**config.mk**
```make
export PLATFORM = sky130hd
export DESIGN_NAME = ifu_fetch
export DESIGN_NICKNAME = d
export VERILOG_FILES = /design/src/rtl/ifu_fetch.sv
export SDC_FILE = /design/constraint.sdc
export NUM_CORES = 1
export LEC_CHECK = 0
export CORE_MARGIN = 2
export CORE_UTILIZATION = 50
export CTS_BUF_LIST = sky130_fd_sc_hd__clkbuf_8 sky130_fd_sc_hd__clkbuf_16
export CTS_CLUSTER_DIAMETER = 30
export DETAILED_ROUTE_END_ITERATION = 10
export MAX_ROUTING_LAYER = met4
export PLACE_DENSITY = 0.81
export RECOVER_POWER = 25
export SLEW_MARGIN = 20
export SYNTH_ARGS = -nofsm -noshare
export SYNTH_HDL_FRONTEND = slang
export SYNTH_SLANG_ARGS = --single-unit
export TNS_END_PERCENT = 100
```
**constraint.sdc**
```tcl
create_clock -name clk -period 7.1 [get_ports clk]
set_input_delay 2.13 -clock clk [delete_from_list [all_inputs] [get_ports clk]]
set_output_delay 2.13 -clock clk [all_outputs]
set_load 0.02 [all_outputs]
```
**src/rtl/ifu_fetch.sv**
```systemverilog
// ifu_fetch: owns the fetch PC, issues one imem request at a time and
// buffers returned words with their PCs for decode.
module ifu_fetch #(
  parameter int unsigned     PC_W       = 32,
  parameter logic [PC_W-1:0] RESET_PC   = 32'h8000_0000,
  parameter int unsigned     FIFO_DEPTH = 2
) (
  input  logic            clk,
  input  logic            rst,
  output logic            imem_req_valid,
  input  logic            imem_req_ready,
  output logic [PC_W-1:0] imem_req_addr,
  input  logic            imem_rsp_valid,
  input  logic [PC_W-1:0] imem_rsp_data,
  output logic            inst_valid,
  input  logic            inst_ready,
  output logic [PC_W-1:0] inst,
  output logic [PC_W-1:0] inst_pc,
  input  logic            redirect_valid,
  input  logic [PC_W-1:0] redirect_pc
);

  localparam int unsigned AW = (FIFO_DEPTH > 1) ? $clog2(FIFO_DEPTH) : 1;
  localparam int unsigned CW = AW + 1;

  typedef enum logic [1:0] {
    S_REQ,
    S_WAIT,
    S_DROP
  } state_t;

  state_t          state;
  state_t          state_nxt;
  logic [PC_W-1:0] fetch_pc;
  logic [PC_W-1:0] fetch_pc_nxt;
  logic [CW-1:0]   count;
  logic [AW-1:0]   rd_ptr;
  logic [AW-1:0]   wr_ptr;
  logic [PC_W-1:0] pc_mem   [FIFO_DEPTH];
  logic [PC_W-1:0] inst_mem [FIFO_DEPTH];
  logic            has_room;
  logic            req_fire;
  logic            push;
  logic            pop;

  // Room is checked at request time so the later push cannot overflow.
  assign has_room       = count < CW'(FIFO_DEPTH);
  assign imem_req_valid = !rst && (state == S_REQ) &&
                          has_room && !redirect_valid;
  assign imem_req_addr  = fetch_pc;
  assign req_fire       = imem_req_valid & imem_req_ready;

  assign inst_valid = count != '0;
  assign pop        = inst_valid & inst_ready;
  assign inst       = inst_mem[rd_ptr];
  assign inst_pc    = pc_mem[rd_ptr];

  always_comb begin
    state_nxt    = state;
    fetch_pc_nxt = fetch_pc;
    push         = 1'b0;
    unique case (state)
      S_REQ: begin
        if (req_fire) begin
          state_nxt    = S_WAIT;
          fetch_pc_nxt = fetch_pc + PC_W'(4);
        end
      end
      S_WAIT: begin
        if (imem_rsp_valid) begin
          state_nxt = S_REQ;
          push      = !redirect_valid;
        end else if (redirect_valid) begin
          state_nxt = S_DROP;
        end
      end
      S_DROP: begin
        if (imem_rsp_valid) state_nxt = S_REQ;
      end
      default: state_nxt = S_REQ;
    endcase
    if (redirect_valid) fetch_pc_nxt = redirect_pc & ~PC_W'(3);
  end

  always_ff @(posedge clk or posedge rst) begin
    if (rst) begin
      state    <= S_REQ;
      fetch_pc <= RESET_PC;
    end else begin
      state    <= state_nxt;
      fetch_pc <= fetch_pc_nxt;
    end
  end

  always_ff @(posedge clk or posedge rst) begin
    if (rst) begin
      count  <= '0;
      rd_ptr <= '0;
      wr_ptr <= '0;
    end else if (redirect_valid) begin
      count  <= '0;
      rd_ptr <= '0;
      wr_ptr <= '0;
    end else begin
      if (push) wr_ptr <= wr_ptr + AW'(1);
      if (pop)  rd_ptr <= rd_ptr + AW'(1);
      unique case ({push, pop})
        2'b10:   count <= count + CW'(1);
        2'b01:   count <= count - CW'(1);
        default: count <= count;
      endcase
    end
  end

  // The pushed word belongs to the request issued one step before fetch_pc.
  always_ff @(posedge clk or posedge rst) begin
    if (rst) begin
      for (int i = 0; i < FIFO_DEPTH; i++) begin
        pc_mem[i]   <= '0;
        inst_mem[i] <= '0;
      end
    end else if (push) begin
      pc_mem[wr_ptr]   <= fetch_pc - PC_W'(4);
      inst_mem[wr_ptr] <= imem_rsp_data;
    end
  end

endmodule

```
---- After elaboration in Yosys (flattened, before gate mapping) ----
Index checks and enable logic that the tools add are counted.
word-level totals
  register bits ........................... 166
  bits of input ports ..................... 70
  output and inout bits ................... 98
  logic and storage cells ................. 71
cells by class
  $add $sub $neg .......................... 6
  magnitude comparators ................... 4
  equal/unequal tests ..................... 7
  mux-type cells .......................... 26
  bitwise operators ....................... 4
  reductions and logical operators ........ 15
operators by type and width
  operator                                                               count
  32-bit 2-to-1 mux                                                      10
  64-bit bitwise mux                                                     2
  32-bit by 3-bit adder with 32-bit output, second input constant        1
  32-bit demux with 1-bit select                                         1
  32-bit by 3-bit subtractor with 32-bit output, second input constant   1
  2-bit 2-to-1 mux                                                       5
  2-bit nonzero test                                                     5
  1-bit 2-to-1 mux                                                       6
  2-bit case mux with 3 select lines                                     1
  2-bit by 1-bit equality test with 1-bit output, second input constant  2
  2-bit equality test, second input constant                             2
  2-bit >= comparator, second input constant                             2
  1-bit logical AND                                                      4
  2-bit != test, second input constant                                   2
  1-bit inverter with 2-bit output                                       2
  2-bit case mux with 2 select lines                                     1
  3-bit != test, second input constant                                   1
  3-bit AND reduction                                                    1
  3-bit nonzero test                                                     1
  1-bit adder, second input constant                                     2
  2-bit by 1-bit adder with 2-bit output, second input constant          1
  1-bit AND                                                              2
  1-bit logical NOT                                                      2
  2-bit logical NOT                                                      1
  4 further kinds                                                        4

---- Longest topological paths before layout ----
Gate-level depths: netlist of the first run.
  depth after elaboration ................. 8
  mapped depth ............................ 7
  depth with buffers taken out ............ 7

---- Worst setup path after synthesis of the first run ----
No wires, ideal clock.
  kind .................................... input-to-output
  start point ............................. input port redirect_valid
  end point ............................... output port imem_req_valid
  data arrival time ....................... 3.095 ns
  data required time ...................... 4.970 ns
  path slack .............................. 1.875 ns
  cell stages on the path ................. 2
  buffers on the path ..................... 0
  path through ............................ or2_2 -> nor4_1
on the way
  word-level cells in the longest chain between the ends .. 2
RTL lines
  what                RTL line  source
  start: declaration  19        input logic redirect_valid,
  1-bit logical NOT   49        has_room && !redirect_valid;
  1-bit logical AND   49
  end: declaration    10        output logic imem_req_valid,
Every way passes these cells.

---- Worst setup path after layout of the first run ----
Same ends and word-level chain as after synthesis.

==> results of run 1 <==
-- worst register-to-register path, cell delays in order (launching register included) --
cell and delay (ns):
dfrtp_1 0.51, inv_1 0.11, ha_1 0.21, nor4b_2 0.58, nand4_1 0.35, nor4_1 0.40, xnor2_1 0.20, a21oi_1 0.10
-- through the flow --
| step | worst slack [ns] | instances | util | power (mW) | hold slack (ns) |
|---|---|---|---|---|---|
| after global routing | 1.02 | 1110 | 0.655 | 3.18 | 0.499 |
| after CTS | 1.24 | 1110 | 0.656 | 3.07 | 0.479 |
| after global placement | 1.24 | 1078 | 0.617 | 2.10 | 0.455 |
| final | 1.11 | 1110 | 0.655 | 3.05 | 0.472 |
| after detailed placement | 1.26 | 1078 | 0.617 | 2.12 | 0.465 |
| after floorplan | 0.652 | 751 | - | 1.71 | 0.444 |
-- placed cells by master (no fill, tap or decap), types with 3 or more instances in the layout --
cell             netlist  layout
dfrtp_1              159     158
clkdlybuf4s50_1        0     158
mux2_2               126     126
nand2_1               77      76
nor2_1                59      59
o21ai_0               39      39
a21oi_1               36      36
xnor2_1               22      22
nand3_1               17      17
clkbuf_16              0      17
nand4_1               11      11
nor3_1                10      10
nor4_1                10      10
nand3b_1              10      10
inv_1                  7      10
o211ai_1               9       9
xor2_1                 9       9
o21ai_1                8       8
buf_4                  4       8
a31oi_1                6       6
or3_1                  6       6
and3_1                 5       5
a221o_1                5       5
o311ai_0               5       5
or2_2                  4       4
nor4_2                 4       4
and2_1                 4       4
nor2b_1                4       4
conb_1                 1       4
bufinv_16              0       4
or4b_1                 3       3
or4_1                  3       3
nor3_2                 3       3
clkinv_2               0       3
dlygate4sd3_1          0       3
-- cell families (layout without fill, tap and decap cells) --
group | count (synthesis) | in the layout | share of synthesized area
adder cells (fa/ha/maj) | 2 | 2 | 0.00314
AO/OA/AOI/OAI | 120 | 120 | 0.0895
XOR/XNOR | 31 | 31 | 0.0341
buffers and inverters | 67 | 210 | 0.0361
other | 1 | 4 | 0.000471
AND/OR/NAND/NOR | 240 | 240 | 0.155
multiplexers | 127 | 127 | 0.179
flip-flops | 160 | 160 | 0.503
-- power by group --
| part | switching [mW] | leakage [nW] | total (mW) | internal [mW] |
|---|---|---|---|---|
| registers | 0.120 | 2.04 | 1.19 | 1.07 |
| logic | 0.428 | 1.92 | 0.910 | 0.482 |
| clock network | 0.355 | 0.311 | 0.947 | 0.591 |
| total | 0.903 | 4.27 | 3.05 | 2.15 |
-- synth_stat cells, drive strengths merged (3+ instances only) --
library cell    n
dfrtp         159
mux2          126
nand2          77
nor2           59
o21ai          47
clkbuf         45
a21oi          37
xnor2          22
nand3          17
buf            15
nor4           15
nor3           13
nand4          11
nand3b         10
o211ai          9
xor2            9
inv             7
or3             7
a31oi           6
a221o           5
and3            5
o311ai          5
and2            4
nor2b           4
or2             4
or4             4
or4b            3
-- layout make-up --
type | count | area (um2) | area share
clock inverters | 14 | 174 | 0.0169
inverters | 7 | 27.5 | 0.00267
flip-flops and latches | 160 | 4010 | 0.389
multi-input cells | 524 | 3690 | 0.359
clock buffers | 18 | 439 | 0.0427
well taps | 216 | 270 | 0.0263
repair buffers | 171 | 1680 | 0.163
-- sequential cells by signal (all words and copies together) (netlist names) --
name / count
rd_ptr: 1
imem_req_addr: 30
inst_mem: 64
count: 2
state: 2
wr_ptr: 1
pc_mem: 60
-- metal layers --
metal / track usage / part of all wire
met1: 0.299 / 0.45
met2: 0.345 / 0.47
met3: 0.0443 / 0.072
met4: 0.0651 / 0.012
met5: - / 0
-- worst max path at each step --
stage / to / depth (start not counted)
floorplan: count[0] / 1
global placement: imem_req_valid / 4
detailed placement: imem_req_valid / 4
CTS: imem_req_valid / 4
global route: imem_req_valid / 4
finish: imem_req_valid / 4
==> summary.txt, run 1 <==
Run status
  – Status: finished with violations
  – Violated checks: max-capacitance violations, max-slew violations

Finish
  – Ant diodes: 0
  – Final #Nets: 953
  – Area grow syn2layout: 29.2%
  – Final Instance Area: 0.0103 mm2
  – Share of cells above drive strength 1: 0.205
  – Fillcell total: 1249

Logic synthesis
  – Netlist Area Pre-Place: 0.00797 mm2
  – Async set-reset flop share out of synthesis: 1.00
  – Share of the synthesized area in the top cell type: 0.499
  – Seq/Total Area, Yosys: 0.503
  – Area contributors post-synth: dfrtp_1 50%, mux2_2 18%, nand2_1 3.6%
  – Gate Count Post-Synth: 748
  – Yosys cell types: 54
  – EDFF count, synth: 0
  – Mean Syn Cell Area: 10.7 um2
  – Synth Flop Type: dfrtp_1
  – Yosys reg bits: 160
  – Yosys top cell by area: dfrtp_1
  – Yosys warning count: 0

CTS
  – TritonCTS clock tree: built
  – Clock root buffer master: clkbuf_16
  – Worst-Skew Late Latency: 0.42 ns
  – Reg clk slew, reported paths: 0.06 ns
  – TritonCTS Buffers: 17
  – Clock sinks: 160
  – H-tree depth: 4
  – Post_cts resized: 0
  – Hold Buf Count CTS: 0
  – Setup bufs post-CTS: 0
  – Max clock buf depth: 2

Detailed routing
  – Initial DRC Count: 385
  – Avg WL per Cell: 16.5 um
  – Detailed-route via count: 6160
  – DRT Pass-1 Iters: 4
  – DRC Markers: 0
  – DR vias/cell: 5.55
  – Drt total wl: 18300 um
  – Final ANT Viol Nets: 0

Critical path
  – R2R setup slack: 4.51 ns
  – Crit path largest cell delay: 0.65 ns
  – Crit path max-delay family: buffers and inverters
  – Reg2Reg Depth: 7
  – Buffers & Inverters on Critical Path: 2
  – CP Launch Type: primary input
  – RR Endpoint: pc_mem[56]
  – Crit-path slowest cell: clkdlybuf4s50_1
  – Critical Path RT: 4.97 ns
  – Critical Path Start: redirect_valid
  – R2r startpoint: imem_req_addr[2]
  – Worst EP arrival: 3.86 ns
  – CP Max Fanout: 5
  – Nature of the critical path endpoint: output pin
  – Critical-path cell list: dlygate4sd3_1 > or2_2 > nor4_1 > clkdlybuf4s50_1
  – Crit path kind: primary input to output pin

Global routing
  – Grt ovf: 0
  – Antenna violations before repair: 0
  – Vias in the first global route: 5795
  – Tot GR Track Use: 0.222
  – Largest net degree at the start of global routing: 81
  – Global-route wire length before repair: 28700 um

Min path
  – Hold Path Class: register to register
  – Min-Delay Startpoint: pc_mem[26]
  – WHS Endpoint: pc_mem[26]
  – Worst Hold Depth: 2

Power and ir drop
  – Pwr per Cell Area: 296 mW/mm2
  – LEAKAGE: 4.27 nW
  – Peak supply drop: 185 uV

Die
  – Die area: 0.0170 mm2
  – Core area: 0.0157 mm2
  – DIE WIDTH: 130 um
  – Effective utilization at floorplan: 0.507
  – Io pins: 168
  – Die height: 130 um
  – Row count: 46

Place
  – Detailed placement HPWL: 12400 um
  – IO buf count: 161
  – Post-DP Area: 0.00969 mm2
  – Final Wtd Congestion: 0.842

STA
  – Clock skew: 0.0123 ns
  – Fin. max-slew vios: 125
  – Final Setup Violations: 0
  – Fin crit period: 5.99 ns
  – Worst-margin pin slew: 3.22 ns
  – Fmax: 167 MHz
  – Normalized max-slew margin: -1.16
  – Final Hold Viols: 0
  – Fin Setup TNS: 0 ns
  – RSZ-0062 raised after global routing: no
  – Tcrit/Tclk final: 0.844

Flow run
  – Total of max-cap violations: 2
Power figures use the tool's default switching activity.
==> run 2, diff against run 1 <==
==> constraint.sdc (replaced) <==
create_clock -name clk -period 6.22 [get_ports clk]
set_input_delay 1.866 -clock clk [delete_from_list [all_inputs] [get_ports clk]]
set_output_delay 1.866 -clock clk [all_outputs]
set_load 0.02 [all_outputs]
==> run 2 against run 1 <==
  * The run still ends with max-capacitance violations, max-slew violations left
  * First-iteration DRC count is 7.0% higher
  * Sequential share of layout area fell by 0.057 points
  * Wire length down 0.47%
  * Global-route usage increased by 0.73 points
  * Die area is the same
  * Via count decreased by 0.96%
  * Worst setup slack got worse by 0.35 ns
  * Design area is 0.15% higher
  * Clock power up 11%
  * Combinational power grew 14%
  * Register-to-register slack worse by 0.90 ns
  * Critical path depth stayed put
==> summary.txt, run 2 (synthesis gave the netlist of run 1 again) <==
Run status
  – Status: finished with violations
  – Violated checks: max-capacitance violations, max-slew violations

Detailed routing
  – Detailed-route via count: 6101
  – DR vias/cell: 5.50
  – Routed length on met1: 8200 um
  – DRT Pass-1 Iters: 5
  – Drt total wl: 18200 um
  – Final ANT Viol Nets: 0
  – Met2 WL: 8620 um
  – Routed met3 length: 1120 um
  – Avg WL per Cell: 16.4 um
  – DRC Markers: 0
  – Top layer in use: met4
  – Initial DRC Count: 412

STA
  – Final Setup Violations: 0
  – Normalized max-slew margin: -0.413
  – Fmax: 183 MHz
  – Fin Setup TNS: 0 ns
  – RSZ-0062 raised after global routing: no
  – Worst-margin pin slew: 2.12 ns
  – Clock skew: 0.00656 ns
  – Tcrit/Tclk final: 0.877
  – Fin. max-slew vios: 85
  – Setup ws final: 0.762 ns
  – Final Hold Viols: 0
  – Fin crit period: 5.46 ns

CTS
  – TritonCTS clock tree: built
  – Clock sinks: 160
  – Reg clk slew, reported paths: 0.07 ns
  – Worst-Skew Late Latency: 0.42 ns
  – Setup bufs post-CTS: 0
  – Post_cts resized: 0
  – H-tree depth: 4
  – Max clock buf depth: 2
  – Hold Buf Count CTS: 0
  – TritonCTS Buffers: 17
  – Clock root buffer master: clkbuf_16

Critical path
  – Worst EP arrival: 3.59 ns
  – Crit path largest cell delay: 0.65 ns
  – Crit path max-delay family: buffers and inverters
  – Critical-path cell list: dlygate4sd3_1 > or2_2 > nor4_1 > clkdlybuf4s50_1
  – Buffers & Inverters on Critical Path: 2
  – CP Launch Type: primary input
  – Critical Path RT: 4.35 ns
  – Nature of the critical path endpoint: output pin
  – CP Max Fanout: 5
  – Crit path kind: primary input to output pin
  – Crit-path slowest cell: clkdlybuf4s50_1

Finish
  – Max reg flops: 64
  – Ant diodes: 0
  – Final #Nets: 953
  – Register area: 0.00401 mm2
  – Multi-input gate area: 0.00370 mm2
  – Share of cells above drive strength 1: 0.210
  – Fillcell total: 1237
  – Area grow syn2layout: 29.3%
  – Biggest register: inst_mem
  – Commonest cells after routing, fill and taps aside: 158 x dfrtp_1, 158 x clkdlybuf4s50_1, 126 x mux2_2

Power and ir drop
  – LEAKAGE: 4.25 nW
  – Total power draw: 3.45 mW
  – Peak supply drop: 219 uV
  – Pwr per Cell Area: 335 mW/mm2

Global routing
  – Tot GR Track Use: 0.230
  – Grt ovf: 0
  – Global-route wire length before repair: 29600 um
  – Vias in the first global route: 5868
  – Antenna violations before repair: 0
  – Largest net degree at the start of global routing: 93

Die
  – Die area: 0.0170 mm2
  – Io pins: 168
  – Effective utilization at floorplan: 0.507
  – Die height: 130 um
  – Row count: 46
  – Core area: 0.0157 mm2
  – DIE WIDTH: 130 um

Place
  – Final Wtd Congestion: 0.876
  – IO buf count: 161
  – Worst slack, placed: 0.902 ns
  – Detailed placement HPWL: 12200 um

Flow run
  – Total of max-cap violations: 2

Min path
  – Hold Path Class: register to register
## run 2: cell count changes in the layout (fill, tap and decap cells not counted), moves of 2 or more
cell,change
clkinvlp_4,+3
bufinv_16,-2
inv_1,-4
clkinv_4,+2
clkinv_2,-3
inv_6,+3
## run 2: power by group
group          leakage, nW  internal, mW  total [mW]  switching (mW)
clock                0.281         0.619        1.05           0.432
combinational         1.92         0.551        1.04           0.490
sequential            2.04          1.22        1.36           0.137
total                 4.25          2.39        3.45            1.06
## run 2: path summary, 6_finish.rpt
kind                                  start           endpoint  slack (ns)  cells after the start
setup / recovery             redirect_valid     imem_req_valid        0.76                      4
min in group asynchronous               rst  imem_req_addr[25]        2.11                      2
hold reg to reg                  pc_mem[26]         pc_mem[26]        0.48                      2
setup reg to reg           imem_req_addr[2]         pc_mem[24]        3.61                      7
max in group asynchronous               rst       inst_mem[35]        1.95                      3
hold / removal                   pc_mem[26]         pc_mem[26]        0.48                      2
## run 2: routing by layer
layer,vias up,GRT usage
met3,21,0.0455
met2,206,0.363
met1,2945,0.305
met5,-,-
li1,2929,-
met4,0,0.0633
## run 2: per-stage QoR
stage / hold WS (ns) / std cells / utilization / cell area [um2]
floorplan: 0.444 / 751 / - / 7980
global placement: 0.456 / 1078 / 0.618 / 9710
detailed placement: 0.464 / 1078 / 0.618 / 9710
CTS: 0.478 / 1110 / 0.656 / 10300
global route: 0.496 / 1110 / 0.656 / 10300
finish: 0.475 / 1110 / 0.656 / 10300
## run 2: worst min-delay path, delay by kind of cell, from the launching register on
kind	cells	cell delay [ns]
flip-flops	1	0.34
AO/OA/AOI/OAI	1	0.06
AND/OR/NAND/NOR	1	0.04
## run 2: area by class of cell
cell class	instances	area share
multi-input combinational	524	0.359
clock inverter	13	0.0148
sequential	160	0.389
inverter	7	0.00303
tap	216	0.0262
clock buffer	19	0.0439
timing repair buffer	171	0.164
==> run 3, diff against run 2 <==
--- a/config.mk
+++ b/config.mk
@@ -5,13 +5,14 @@
 export SDC_FILE = /design/constraint.sdc
 export NUM_CORES = 1
 export LEC_CHECK = 0
+export CAP_MARGIN = 20
 export CORE_MARGIN = 2
-export CORE_UTILIZATION = 50
+export CORE_UTILIZATION = 34
 export CTS_BUF_LIST = sky130_fd_sc_hd__clkbuf_8 sky130_fd_sc_hd__clkbuf_16
 export CTS_CLUSTER_DIAMETER = 30
 export DETAILED_ROUTE_END_ITERATION = 10
 export MAX_ROUTING_LAYER = met4
-export PLACE_DENSITY = 0.81
+export PLACE_DENSITY = 0.59
 export RECOVER_POWER = 25
 export SLEW_MARGIN = 20
 export SYNTH_ARGS = -nofsm -noshare
==> run 3 against run 2 <==
  * The run still ends with max-capacitance violations, max-slew violations left
  * Worst setup slack worse by 0.014 ns
  * Wire length is 6.3% higher
  * Non-clock buffer count stayed put
  * Fmax is 0.26% lower
  * Total power is 2.6% higher
  * Count of clock-buffer cells in the layout is 1 lower
  * Design area is 1.6% higher
  * Clock power is 9% higher
  * Via count is 2.9% lower
  * First-iteration DRC count is 35% lower
  * Hold slack worse by 0.0037 ns
==> summary.txt, run 3 (synthesis gave the netlist of run 1 again) <==
Run status
  – Status: finished with violations
  – Violated checks: max-capacitance violations, max-slew violations

Die
  – Io pins: 168
  – Row count: 56
  – Die area: 0.0247 mm2
  – Effective utilization at floorplan: 0.343
  – Core area: 0.0233 mm2
  – Die height: 157 um
  – DIE WIDTH: 157 um

Critical path
  – R2R setup slack: 3.48 ns
  – Reg2Reg Depth: 7
  – Buffers & Inverters on Critical Path: 2
  – Nature of the critical path endpoint: output pin
  – Crit-path slowest cell: clkdlybuf4s50_1
  – RR Endpoint: pc_mem[24]
  – R2r startpoint: imem_req_addr[2]
  – Crit path largest cell delay: 0.65 ns
  – Crit path kind: primary input to output pin
  – CP Launch Type: primary input
  – Critical-path cell list: dlygate4sd3_1 > or2_2 > nor4_1 > clkdlybuf4s50_1
  – CP Max Fanout: 5
  – Crit path max-delay family: buffers and inverters
  – Worst EP arrival: 3.61 ns
  – Critical Path RT: 4.35 ns
  – Critical Path Start: redirect_valid

Detailed routing
  – Initial DRC Count: 268
  – Avg WL per Cell: 15.9 um
  – Final ANT Viol Nets: 0
  – DRC Markers: 0
  – Drt total wl: 19300 um
  – DR vias/cell: 4.88
  – DRT Pass-1 Iters: 4
  – Detailed-route via count: 5925

STA
  – Setup ws final: 0.748 ns
  – Worst-margin pin slew: 2.34 ns
  – Final Setup Violations: 0
  – Fin. max-slew vios: 162
  – Fin crit period: 5.47 ns
  – Fin Setup TNS: 0 ns
  – Final Hold Viols: 0
  – Normalized max-slew margin: -0.560
  – Tcrit/Tclk final: 0.880
  – Fmax: 183 MHz
  – Clock skew: 0.0117 ns
  – RSZ-0062 raised after global routing: no

Global routing
  – Grt ovf: 0
  – Tot GR Track Use: 0.168
  – Antenna violations before repair: 0
  – Global-route wire length before repair: 31300 um
  – Vias in the first global route: 5767
  – Largest net degree at the start of global routing: 111

Finish
  – Area grow syn2layout: 31.5%
  – Fillcell total: 2255
  – Final #Nets: 953
  – Most common cell after layout, fill and taps aside: clkdlybuf4s50_1
  – Final Instance Area: 0.0105 mm2
  – Max reg flops: 64
  – Core Util, Final: 0.450
  – Share of cells above drive strength 1: 0.210
  – Commonest cells after routing, fill and taps aside: 159 x clkdlybuf4s50_1, 158 x dfrtp_1, 126 x mux2_2
  – Ant diodes: 0
  – Biggest register: inst_mem
  – Post-route insts no fill: 1213

CTS
  – Clock root buffer master: clkbuf_16
  – Max clock buf depth: 2
  – Hold Buf Count CTS: 0
  – TritonCTS clock tree: built
  – TritonCTS Buffers: 17
  – H-tree depth: 4
  – Worst-Skew Late Latency: 0.42 ns
  – Clock sinks: 160
  – Reg clk slew, reported paths: 0.06 ns
  – Post_cts resized: 0
  – Setup bufs post-CTS: 0

Min path
  – WHS Endpoint: pc_mem[5]
  – Min-Delay Startpoint: pc_mem[5]
  – Worst Hold Depth: 2
  – Hold Path Class: register to register

Place
  – Placed cell count: 1181
  – Final Wtd Congestion: 0.809
  – IO buf count: 161
  – Worst slack, placed: 0.873 ns
  – Post-DP Area: 0.00984 mm2
  – Detailed placement HPWL: 13100 um

Power and ir drop
  – Peak supply drop: 141 uV
  – Pwr per Cell Area: 338 mW/mm2
  – LEAKAGE: 4.27 nW

Flow run
  – Total of max-cap violations: 2
## run 3: layer usage
metal | part of all wire | vias up | global-route usage
li1 | - | 2932 | -
met4 | 0.0092 | 0 | 0.0385
met5 | 0 | - | -
met1 | 0.49 | 2826 | 0.230
met2 | 0.45 | 153 | 0.255
met3 | 0.047 | 14 | 0.0366
## run 3: stage by stage
stage / hold slack, ns / total power, mW
after floorplan: 0.444 / 1.95
after detailed placement: 0.464 / 2.43
final: 0.472 / 3.54
after CTS: 0.479 / 3.59
after global placement: 0.455 / 2.42
after global routing: 0.495 / 3.74
## run 3: how the worst max path moves through the flow
stage	to	slack, ns	cells after the start
detailed placement	imem_req_valid	0.87	4
global placement	imem_req_valid	0.86	4
CTS	imem_req_valid	0.88	4
finish	imem_req_valid	0.75	4
global route	imem_req_valid	0.71	4
floorplan	count[0]	0.04	1
## run 3: power by group
part	total, mW	internal, mW	switching [mW]	leakage (nW)
logic	1.04	0.552	0.492	1.92
clock network	1.14	0.691	0.451	0.306
registers	1.36	1.22	0.133	2.04
total	3.54	2.47	1.08	4.27
## run 3: cell type report
type | count | area (um2) | area share
inverters | 7 | 30.0 | 0.00287
multi-input cells | 524 | 3700 | 0.353
clock buffers | 18 | 439 | 0.0419
repair buffers | 171 | 1700 | 0.162
flip-flops and latches | 160 | 4010 | 0.382
clock inverters | 14 | 203 | 0.0193
well taps | 319 | 399 | 0.0381
## run 3: worst reg2reg max path, delay by kind of cell, from the launching register on
kind	cells	cell delay [ns]
compound gates	1	0.08
xor+xnor	1	0.20
fa+ha+maj	1	0.20
buf+inv	1	0.11
flops	1	0.52
simple gates	3	1.48
